File: config.mk
export PLATFORM = sky130hd
export DESIGN_NAME = hb_decim_seq
export DESIGN_NICKNAME = d
export VERILOG_FILES = /design/src/rtl/hb_decim_seq.sv
export SDC_FILE = /design/constraint.sdc
export NUM_CORES = 2
export LEC_CHECK = 0
export CORE_MARGIN = 4
export CORE_UTILIZATION = 55
export CTS_CLUSTER_SIZE = 28
export DETAILED_ROUTE_END_ITERATION = 7
export GPL_TIMING_DRIVEN = 0
export PLACE_DENSITY = 0.7
export SETUP_SLACK_MARGIN = 0.3
export SYNTH_ARGS = -nofsm -noshare
export SYNTH_HDL_FRONTEND = slang
export SYNTH_SLANG_ARGS = --single-unit
export TNS_END_PERCENT = 1
File: constraint.sdc
create_clock -name clk -period 18.8 [get_ports clk]
set_clock_uncertainty 0.1 [all_clocks]
set_input_delay 3.76 -clock clk [delete_from_list [all_inputs] [get_ports clk]]
set_output_delay 3.76 -clock clk [all_outputs]
set_load 0.005 [all_outputs]
File: src/rtl/hb_decim_seq.sv
// Time-multiplexed 27-tap Q15 half-band decimator: one shared multiplier, 8 MAC steps per output.
// Optional output saturation with sat pulse when HB_SAT_EN is defined; default build wraps.
module hb_decim_seq (
    input  logic        clk,
    input  logic        reset,
    input  logic        in_valid,
    output logic        in_ready,
    input  logic [15:0] in_data,
    output logic        out_valid,
    input  logic        out_ready,
    output logic [15:0] out_data,
    output logic        busy,
    output logic        sat
);

    localparam int unsigned DW   = 16;
    localparam int unsigned NTAP = 27;
    localparam int unsigned PW   = 5;
    localparam int unsigned SW   = 17;
    localparam int unsigned MW   = 33;
    localparam int unsigned AW   = 36;

    typedef enum logic [1:0] {S_IDLE, S_MAC, S_OUT} state_t;

    state_t                r_state, w_state_nxt;
    logic [DW-1:0]         r_buf [NTAP];
    logic [PW-1:0]         r_wp, w_wp_nxt;
    logic                  r_phase, w_phase_nxt;
    logic [2:0]            r_step, w_step_nxt;
    logic signed [AW-1:0]  r_acc, w_acc_nxt;
    logic                  r_in_ready, w_in_ready_nxt;
    logic                  r_out_valid, w_out_valid_nxt;
    logic [DW-1:0]         r_out_data, w_out_data_nxt;
    logic                  r_busy, w_busy_nxt;
    logic                  r_sat, w_sat_nxt;
    logic                  w_we;

    logic signed [6:0]     w_wp_s, w_two_s;
    logic [PW-1:0]         w_idx_a, w_idx_b, w_idx_c;
    logic [DW-1:0]         w_tap_a, w_tap_b, w_tap_c;
    logic signed [SW-1:0]  w_pair, w_mul_a;
    logic signed [DW-1:0]  w_coef;
    logic signed [MW-1:0]  w_prod;
    logic signed [AW-1:0]  w_acc_sum;
    logic [DW-1:0]         w_res;
    logic                  w_clip;

    // Wrap a small signed offset from wp back into 0..26
    function automatic logic [PW-1:0] f_mod27(input logic signed [6:0] v);
        logic signed [6:0] t;
        t = v;
        if (t < 7'sd0)
            t = t + 7'sd27;
        else if (t >= 7'sd27)
            t = t - 7'sd27;
        return PW'(t);
    endfunction

    // wp already points past the newest sample: tap[2s] = wp-1-2s, tap[26-2s] = wp+2s, tap[13] = wp-14
    always_comb begin
        w_wp_s  = $signed({2'b00, r_wp});
        w_two_s = $signed({3'b000, r_step, 1'b0});
        w_idx_a = f_mod27(w_wp_s - 7'sd1 - w_two_s);
        w_idx_b = f_mod27(w_wp_s + w_two_s);
        w_idx_c = f_mod27(w_wp_s - 7'sd14);
    end

    assign w_tap_a = r_buf[w_idx_a];
    assign w_tap_b = r_buf[w_idx_b];
    assign w_tap_c = r_buf[w_idx_c];

    always_comb begin
        case (r_step)
            3'd0:    w_coef = 16'sd4;
            3'd1:    w_coef = -16'sd29;
            3'd2:    w_coef = 16'sd131;
            3'd3:    w_coef = -16'sd421;
            3'd4:    w_coef = 16'sd1114;
            3'd5:    w_coef = -16'sd2785;
            3'd6:    w_coef = 16'sd10179;
            default: w_coef = 16'sd16384;
        endcase
    end

    // Shared datapath: symmetric pair sum, or the centre tap on the last step
    always_comb begin
        w_pair    = $signed({w_tap_a[DW-1], w_tap_a}) + $signed({w_tap_b[DW-1], w_tap_b});
        w_mul_a   = (r_step == 3'd7) ? $signed({w_tap_c[DW-1], w_tap_c}) : w_pair;
        w_prod    = MW'(w_mul_a) * MW'(w_coef);
        w_acc_sum = r_acc + AW'(w_prod);
    end

`ifdef HB_SAT_EN
    logic signed [20:0] w_shift;

    always_comb begin
        w_shift = 21'(w_acc_sum >>> 15);
        w_clip  = 1'b0;
        w_res   = w_shift[DW-1:0];
        if (w_shift > 21'sd32767) begin
            w_res  = 16'h7FFF;
            w_clip = 1'b1;
        end else if (w_shift < -21'sd32768) begin
            w_res  = 16'h8000;
            w_clip = 1'b1;
        end
    end
`else
    assign w_res  = w_acc_sum[30:15];
    assign w_clip = 1'b0;
`endif

    // Next-state and next-output logic
    always_comb begin
        w_state_nxt     = r_state;
        w_wp_nxt        = r_wp;
        w_phase_nxt     = r_phase;
        w_step_nxt      = r_step;
        w_acc_nxt       = r_acc;
        w_out_valid_nxt = r_out_valid;
        w_out_data_nxt  = r_out_data;
        w_sat_nxt       = 1'b0;
        w_we            = 1'b0;
        case (r_state)
            S_IDLE: begin
                if (in_valid && r_in_ready) begin
                    w_we        = 1'b1;
                    w_wp_nxt    = (r_wp == PW'(NTAP - 1)) ? '0 : r_wp + 5'd1;
                    w_phase_nxt = ~r_phase;
                    if (r_phase) begin
                        w_acc_nxt   = '0;
                        w_step_nxt  = '0;
                        w_state_nxt = S_MAC;
                    end
                end
            end
            S_MAC: begin
                if (r_step == 3'd7) begin
                    w_out_data_nxt  = w_res;
                    w_sat_nxt       = w_clip;
                    w_out_valid_nxt = 1'b1;
                    w_state_nxt     = S_OUT;
                end else begin
                    w_acc_nxt  = w_acc_sum;
                    w_step_nxt = r_step + 3'd1;
                end
            end
            S_OUT: begin
                if (out_ready) begin
                    w_out_valid_nxt = 1'b0;
                    w_state_nxt     = S_IDLE;
                end
            end
            default: w_state_nxt = S_IDLE;
        endcase
        w_in_ready_nxt = (w_state_nxt == S_IDLE);
        w_busy_nxt     = (w_state_nxt != S_IDLE);
    end

    always_ff @(posedge clk or posedge reset) begin
        if (reset) begin
            r_state     <= S_IDLE;
            r_wp        <= '0;
            r_phase     <= 1'b0;
            r_step      <= '0;
            r_acc       <= '0;
            r_in_ready  <= 1'b0;
            r_out_valid <= 1'b0;
            r_out_data  <= '0;
            r_busy      <= 1'b0;
            r_sat       <= 1'b0;
            for (int i = 0; i < NTAP; i++) r_buf[i] <= '0;
        end else begin
            r_state     <= w_state_nxt;
            r_wp        <= w_wp_nxt;
            r_phase     <= w_phase_nxt;
            r_step      <= w_step_nxt;
            r_acc       <= w_acc_nxt;
            r_in_ready  <= w_in_ready_nxt;
            r_out_valid <= w_out_valid_nxt;
            r_out_data  <= w_out_data_nxt;
            r_busy      <= w_busy_nxt;
            r_sat       <= w_sat_nxt;
            if (w_we) r_buf[r_wp] <= in_data;
        end
    end

    assign in_ready  = r_in_ready;
    assign out_valid = r_out_valid;
    assign out_data  = r_out_data;
    assign busy      = r_busy;
    assign sat       = r_sat;

endmodule

After elaboration in Yosys (flattened, before gate mapping)
Index checks and enable logic that the tools add are counted.
{"block": "word_totals", "out_inout_bits": 20, "ff_bits": 498, "elab_cells": 133}
{"block": "op_classes", "magnitude_cmp": 11, "n_reduce_logical": 12, "bitwise": 5, "eq_ne": 15, "multipliers": 1, "mux": 39, "add_sub_neg": 14}
{"operator": "432-bit bitwise mux", "n": 1}
{"operator": "16-bit binary-select mux with 5-bit select", "n": 3}
{"operator": "16-bit 2-to-1 mux", "n": 7}
{"operator": "16-bit one-hot mux with 7 select lines", "n": 1}
{"operator": "36-bit 2-to-1 mux", "n": 3}
{"operator": "16-bit demux with 5-bit select", "n": 1}
{"operator": "36-bit one-hot mux with 2 select lines", "n": 1}
{"operator": "36-bit by 33-bit adder with 36-bit output", "n": 1}
{"operator": "5-bit 2-to-1 mux", "n": 7}
{"operator": "17-bit by 16-bit multiplier with 33-bit output", "n": 1}
{"operator": "6-bit >= comparator, second input constant", "n": 5}
{"operator": "5-bit inverter with 6-bit output", "n": 4}
{"operator": "6-bit by 1-bit < comparator with 1-bit output, second input constant", "n": 3}
{"operator": "16-bit by 16-bit adder with 17-bit output", "n": 1}
{"operator": "17-bit 2-to-1 mux", "n": 1}
{"operator": "3-bit equality test, second input constant", "n": 4}
{"operator": "5-bit by 4-bit adder with 5-bit output, second input constant", "n": 2}
{"operator": "2-bit != test, second input constant", "n": 5}
{"operator": "5-bit by 4-bit subtractor with 5-bit output, second input constant", "n": 2}
{"operator": "3-bit 2-to-1 mux", "n": 3}
{"operator": "2-bit 2-to-1 mux", "n": 4}
{"operator": "7-bit by 6-bit >= comparator with 1-bit output, second input constant", "n": 1}
{"operator": "7-bit by 1-bit < comparator with 1-bit output, second input constant", "n": 1}
{"operator": "6-bit by 5-bit subtractor with 7-bit output", "n": 1}
{"operator": "other kinds (25)", "n": 34}

Longest topological paths before layout
{"block": "logic_depth", "word_depth": 15, "ltp_mapped": 54}

Worst setup path after synthesis
OpenSTA, ideal clock, no wires.
{"block": "synth_timing", "path_type": "register to register", "startpoint": "reg r_wp[0]", "endpoint": "reg r_acc[30]", "stages_incl_launch_ff": 45, "setup_slack_ns": 6.309, "synth_period_minus_slack_ns": 12.491, "arrival_time_ns": 12.313, "path_cell_list": "dfrtp_1 buf_4 clkinv_1 ha_1 ha_1 fa_1 xnor2_1 o21ai_0 or4_4 a41o_1 a211oi_4 buf_6 mux4_2 mux4_2 mux2_2 ha_1 inv_1 fa_1 [9 not listed] inv_1 fa_1 inv_1 fa_1 inv_1 fa_1 fa_1 inv_1 fa_1 inv_1 ha_1 nand4_1 or3_1 a2111oi_0 o31ai_1 o21ai_0 xnor3_1 o21ai_1"}
{"block": "synth_between", "elab_chain_len": 15, "elab_cells_between_ends": 40, "cone_classes": "add/sub (12); mul (1); order compare (6); mux (18); bitwise (3)"}
{"item": "from (decl)", "line_no": "27", "source": "logic [PW-1:0] r_wp, w_wp_nxt;"}
{"item": "from (signal assigned)", "line_no": "175", "source": "r_wp <= w_wp_nxt;"}
{"item": "5-bit by 1-bit subtractor with 6-bit output", "line_no": "63", "source": "w_idx_a = f_mod27(w_wp_s - 7'sd1 - w_two_s);"}
{"item": "6-bit by 5-bit subtractor with 7-bit output", "line_no": "63"}
{"item": "7-bit by 6-bit >= comparator with 1-bit output / 5-bit by 4-bit subtractor with 5-bit output (equally long branches)", "line_no": "54, 55"}
{"item": "5-bit 2-to-1 mux", "line_no": "54", "source": "else if (t >= 7'sd27)"}
{"item": "5-bit 2-to-1 mux", "line_no": "52", "source": "if (t < 7'sd0)"}
{"item": "5-bit inverter with 6-bit output (implied by the code)", "line_no": "68", "source": "assign w_tap_a = r_buf[w_idx_a];"}
{"item": "16-bit binary-select mux with 5-bit select", "line_no": "68"}
{"item": "16-bit 2-to-1 mux (implied by the code) (2 in a row)", "line_no": "68"}
{"item": "16-bit by 16-bit adder with 17-bit output", "line_no": "87", "source": "w_pair = $signed({w_tap_a[DW-1], w_tap_a}) + $signed({w_tap_b[DW-1], w_tap_b});"}
{"item": "17-bit 2-to-1 mux *", "line_no": "88", "source": "w_mul_a = (r_step == 3'd7) ? $signed({w_tap_c[DW-1], w_tap_c}) : w_pair;"}
{"item": "17-bit by 16-bit multiplier with 33-bit output *", "line_no": "89", "source": "w_prod = MW'(w_mul_a) * MW'(w_coef);"}
{"item": "36-bit by 33-bit adder with 36-bit output *", "line_no": "90", "source": "w_acc_sum = r_acc + AW'(w_prod);"}
{"item": "36-bit 2-to-1 mux *", "line_no": "138", "source": "if (r_step == 3'd7) begin"}
{"item": "36-bit one-hot mux with 2 select lines *", "line_no": "124", "source": "case (r_state)"}
{"item": "to (signal assigned)", "line_no": "178", "source": "r_acc <= w_acc_nxt;"}
{"item": "to (decl)", "line_no": "30", "source": "logic signed [AW-1:0] r_acc, w_acc_nxt;"}
Mark *: on every way between the ends. The rest lies on a longest branch, timed or not. The select of a mux whose other input is x is not followed.
A chain may end at the register's enable or synchronous reset.

Final worst setup path
Ends and elaborated chain as after synthesis.

==> results.md <==
* Outcome: complete, but fails checks
* Failing checks: max-capacitance violations, max-slew violations
* Routed WL per cell at 31.1 µm
* Met1 WL at 55,700 µm
* Post-cts resize count at 0
* Worst skew pair latency at 0.70 ns
* Core Rows at 101
* Worst setup EP type: flip-flop
* Total grt overflow at 0
* Fin. Hold Viols at 0
* Number of port buffers at 22
* Synth warn at 0
* Max Buffers Root-to-Sink at 3
* Clock-pin slew on the worst setup and hold paths at 0.06 ns
* Hold-fix buffers, CTS at 0
* DP Area at 0.0445 mm²
* Critical path class: flip-flop to flip-flop
* Largest net degree at the start of global routing at 115
* Slew margin rel. at -2.27%
* Fmax achieved at 58.6 MHz
* GPL Wtd Cong at 1.08
* CP arrival at 17.45 ns
* Area grow syn2layout at 8.79%
* Die area at 0.0823 mm²
* DR pass1 iterations at 6
* Num ports at 40
* Final Cell Area at 0.0465 mm²
* Clock sink count at 493
* Core ar. at 0.0765 mm²
* Fraction of registers with async set/reset at 100%
* Peak fanout along the critical path at 10
* Cells after Synth at 3,991
* Post-route ant nets at 0
* Setup-failing EPs final at 0
* Max-slew violations at 21
* Post-CTS Setup Repair Bufs at 0
* Met3 wirelength from detailed routing at 21,500 µm
* Share of cells above drive strength 1 at 23.5%
* Most frequent cells in the layout: dfrtp_1, mux2_2, nand2_1, inv_1, fa_1
* Die W at 287 µm
* CP dominant cell by count: fa_1
* H-tree lvl count at 2
* Most common flop cell mapped by yosys: dfrtp_1
* Number of DRC markers in iteration 0 at 4,884
* Worst EP required at 19.18 ns
* Final WL at 161,000 µm
* HPWL Detailed at 118,000 µm
* Most common cell after layout, fill and taps aside: dfrtp_1
* Via count at 35.3k
* CP startpoint kind: flip-flop
* Fin cells at 5,167
* All-Layer GR Usage at 39.2%
* Antenna violations before repair at 9
* Post-Syn Area at 0.0428 mm²
* Register bit total from synthesis at 493
* Placed cells at 5,052
* Die Y at 287 µm
* Final period utilization at 90.8%
* Uppermost routed layer: met5
* Root Buffer: clkbuf_16
* Syn nets at 4,443
* Vias in the first global route at 35.4k
* RSZ-0062 raised after global routing: no
* Worst Hold Class: flip-flop to flip-flop
* WL met2 at 68,900 µm
* Remaining DRCs at 0
* Number of vias per cell at 6.84
* First-pass GRT wire length at 236,000 µm
* Avg Inst Size Synth at 10.7 µm²
* Seq/Total Area, Yosys at 28.8%
* CTS tree: yes
* Worst stage delay on the critical path at 1.02 ns
* Layout Nets at 4,533
* Post-synth EDFFs at 0
* Minimum clock period at 17.07 ns
* CTS Buf Count at 57
* Netlist cell types at 86
* Max cap viols at 2
* Crit path max-delay cell type: xnor2_1
* Worst Max-Slew Pin Slew at 1.53 ns
* Initial Util at 55.9%
==> cell families after synthesis <==
family	count (synthesis)	synth area share [%]
compound gates	583	9.28
xor+xnor	82	1.86
fa+ha+maj	432	17.7
buf+inv	707	6.90
flops	493	28.8
mux	800	26.4
other cells	1	0.00877
simple gates	893	9.07
==> stage by stage <==
stage / util (%) / hold WS [ns] / worst slack (ns) / setup TNS [ns]
4_1_cts: 60.8 / 0.379 / 2.59 / 0
3_3_place_gp: 57.9 / 0.357 / -5.36 / -2592.20
2_1_floorplan: - / 0.342 / 1.18 / 0
5_1_grt: 60.8 / 0.402 / 1.21 / 0
6_report: 60.9 / 0.377 / 1.73 / 0
3_5_place_dp: 58.2 / 0.367 / 2.62 / 0
==> final timing paths <==
kind	slack, ns	cells after the start	start	end
worst max-delay path	1.73	50	r_wp[0]	r_acc[30]
worst min-delay path	0.38	1	r_phase	r_phase
worst max register to register	1.73	50	r_wp[0]	r_acc[30]
worst min register to register	0.38	1	r_phase	r_phase
max in group asynchronous	13.25	6	reset	r_buf[219]
min in group asynchronous	3.48	3	reset	r_acc[10]
==> synth_stat cells, types with 5 or more instances <==
cell | instances | area (µm²)
and2_1 | 38 | 238
nor3_1 | 17 | 85.1
nor2b_1 | 15 | 93.8
a311o_1 | 7 | 70.1
o221ai_1 | 11 | 96.3
dfrtp_1 | 493 | 12300
mux2_2 | 490 | 5520
o21ai_1 | 5 | 25.0
a22oi_1 | 15 | 113
a21o_1 | 27 | 203
a21oi_1 | 147 | 736
a311oi_1 | 16 | 140
clkbuf_1 | 153 | 574
a211oi_2 | 14 | 175
xnor2_1 | 50 | 438
o21a_1 | 17 | 128
o22ai_1 | 21 | 131
a22o_1 | 7 | 61.3
ha_1 | 145 | 1810
o211ai_1 | 14 | 105
inv_1 | 409 | 1540
a211o_1 | 8 | 70.1
or2_2 | 12 | 75.1
buf_1 | 32 | 120
buf_6 | 15 | 169
o21ai_0 | 83 | 415
nor2_1 | 160 | 601
a211oi_1 | 121 | 908
buf_4 | 20 | 150
nand3_1 | 125 | 626
fa_1 | 287 | 5750
mux2i_1 | 98 | 981
nand2_1 | 464 | 1740
xor2_1 | 27 | 236
mux4_2 | 212 | 4770
and3_1 | 10 | 62.6
a31oi_1 | 28 | 175
buf_2 | 75 | 375
nand2b_1 | 30 | 188
==> worst max-delay path, delay by kind of cell (launching register included) <==
family                   cells  cell delay (ns)
AND/OR/NAND/NOR              8             1.28
XOR/XNOR                     3             1.41
multiplexers                 3             1.67
AO/OA/AOI/OAI               14             3.94
adder cells (fa/ha/maj)     11             5.07
buffers and inverters       11             2.92
flip-flops                   1             0.46
==> routing by layer <==
layer,vias up,track usage [%]
li1,14100,-
met1,17500,47.3
met2,2836,58.4
met3,914,14.8
met4,6,27.1
met5,-,0.179
==> flip-flops by register name, summed over array words and instances (netlist names) <==
name	cells
r_buf	432
r_acc	31
out_data	16
r_wp	5
r_step	3
r_state	2
busy	1
in_ready	1
out_valid	1
r_phase	1
==> final cells by class <==
cell class,instances,area (µm²)
Multi-Input combinational cell,2791,27500
Antenna cell,9,22.5
Clock inverter,29,408
Buffer,296,1410
Clock buffer,77,1610
Inverter,411,1550
Fill cell,6396,29900
Sequential cell,493,12300
Tap cell,1030,1290
Timing Repair Buffer,31,397
Power is not shown: default switching activity piles up to over one toggle a cycle in this logic, so the estimate is an artifact.
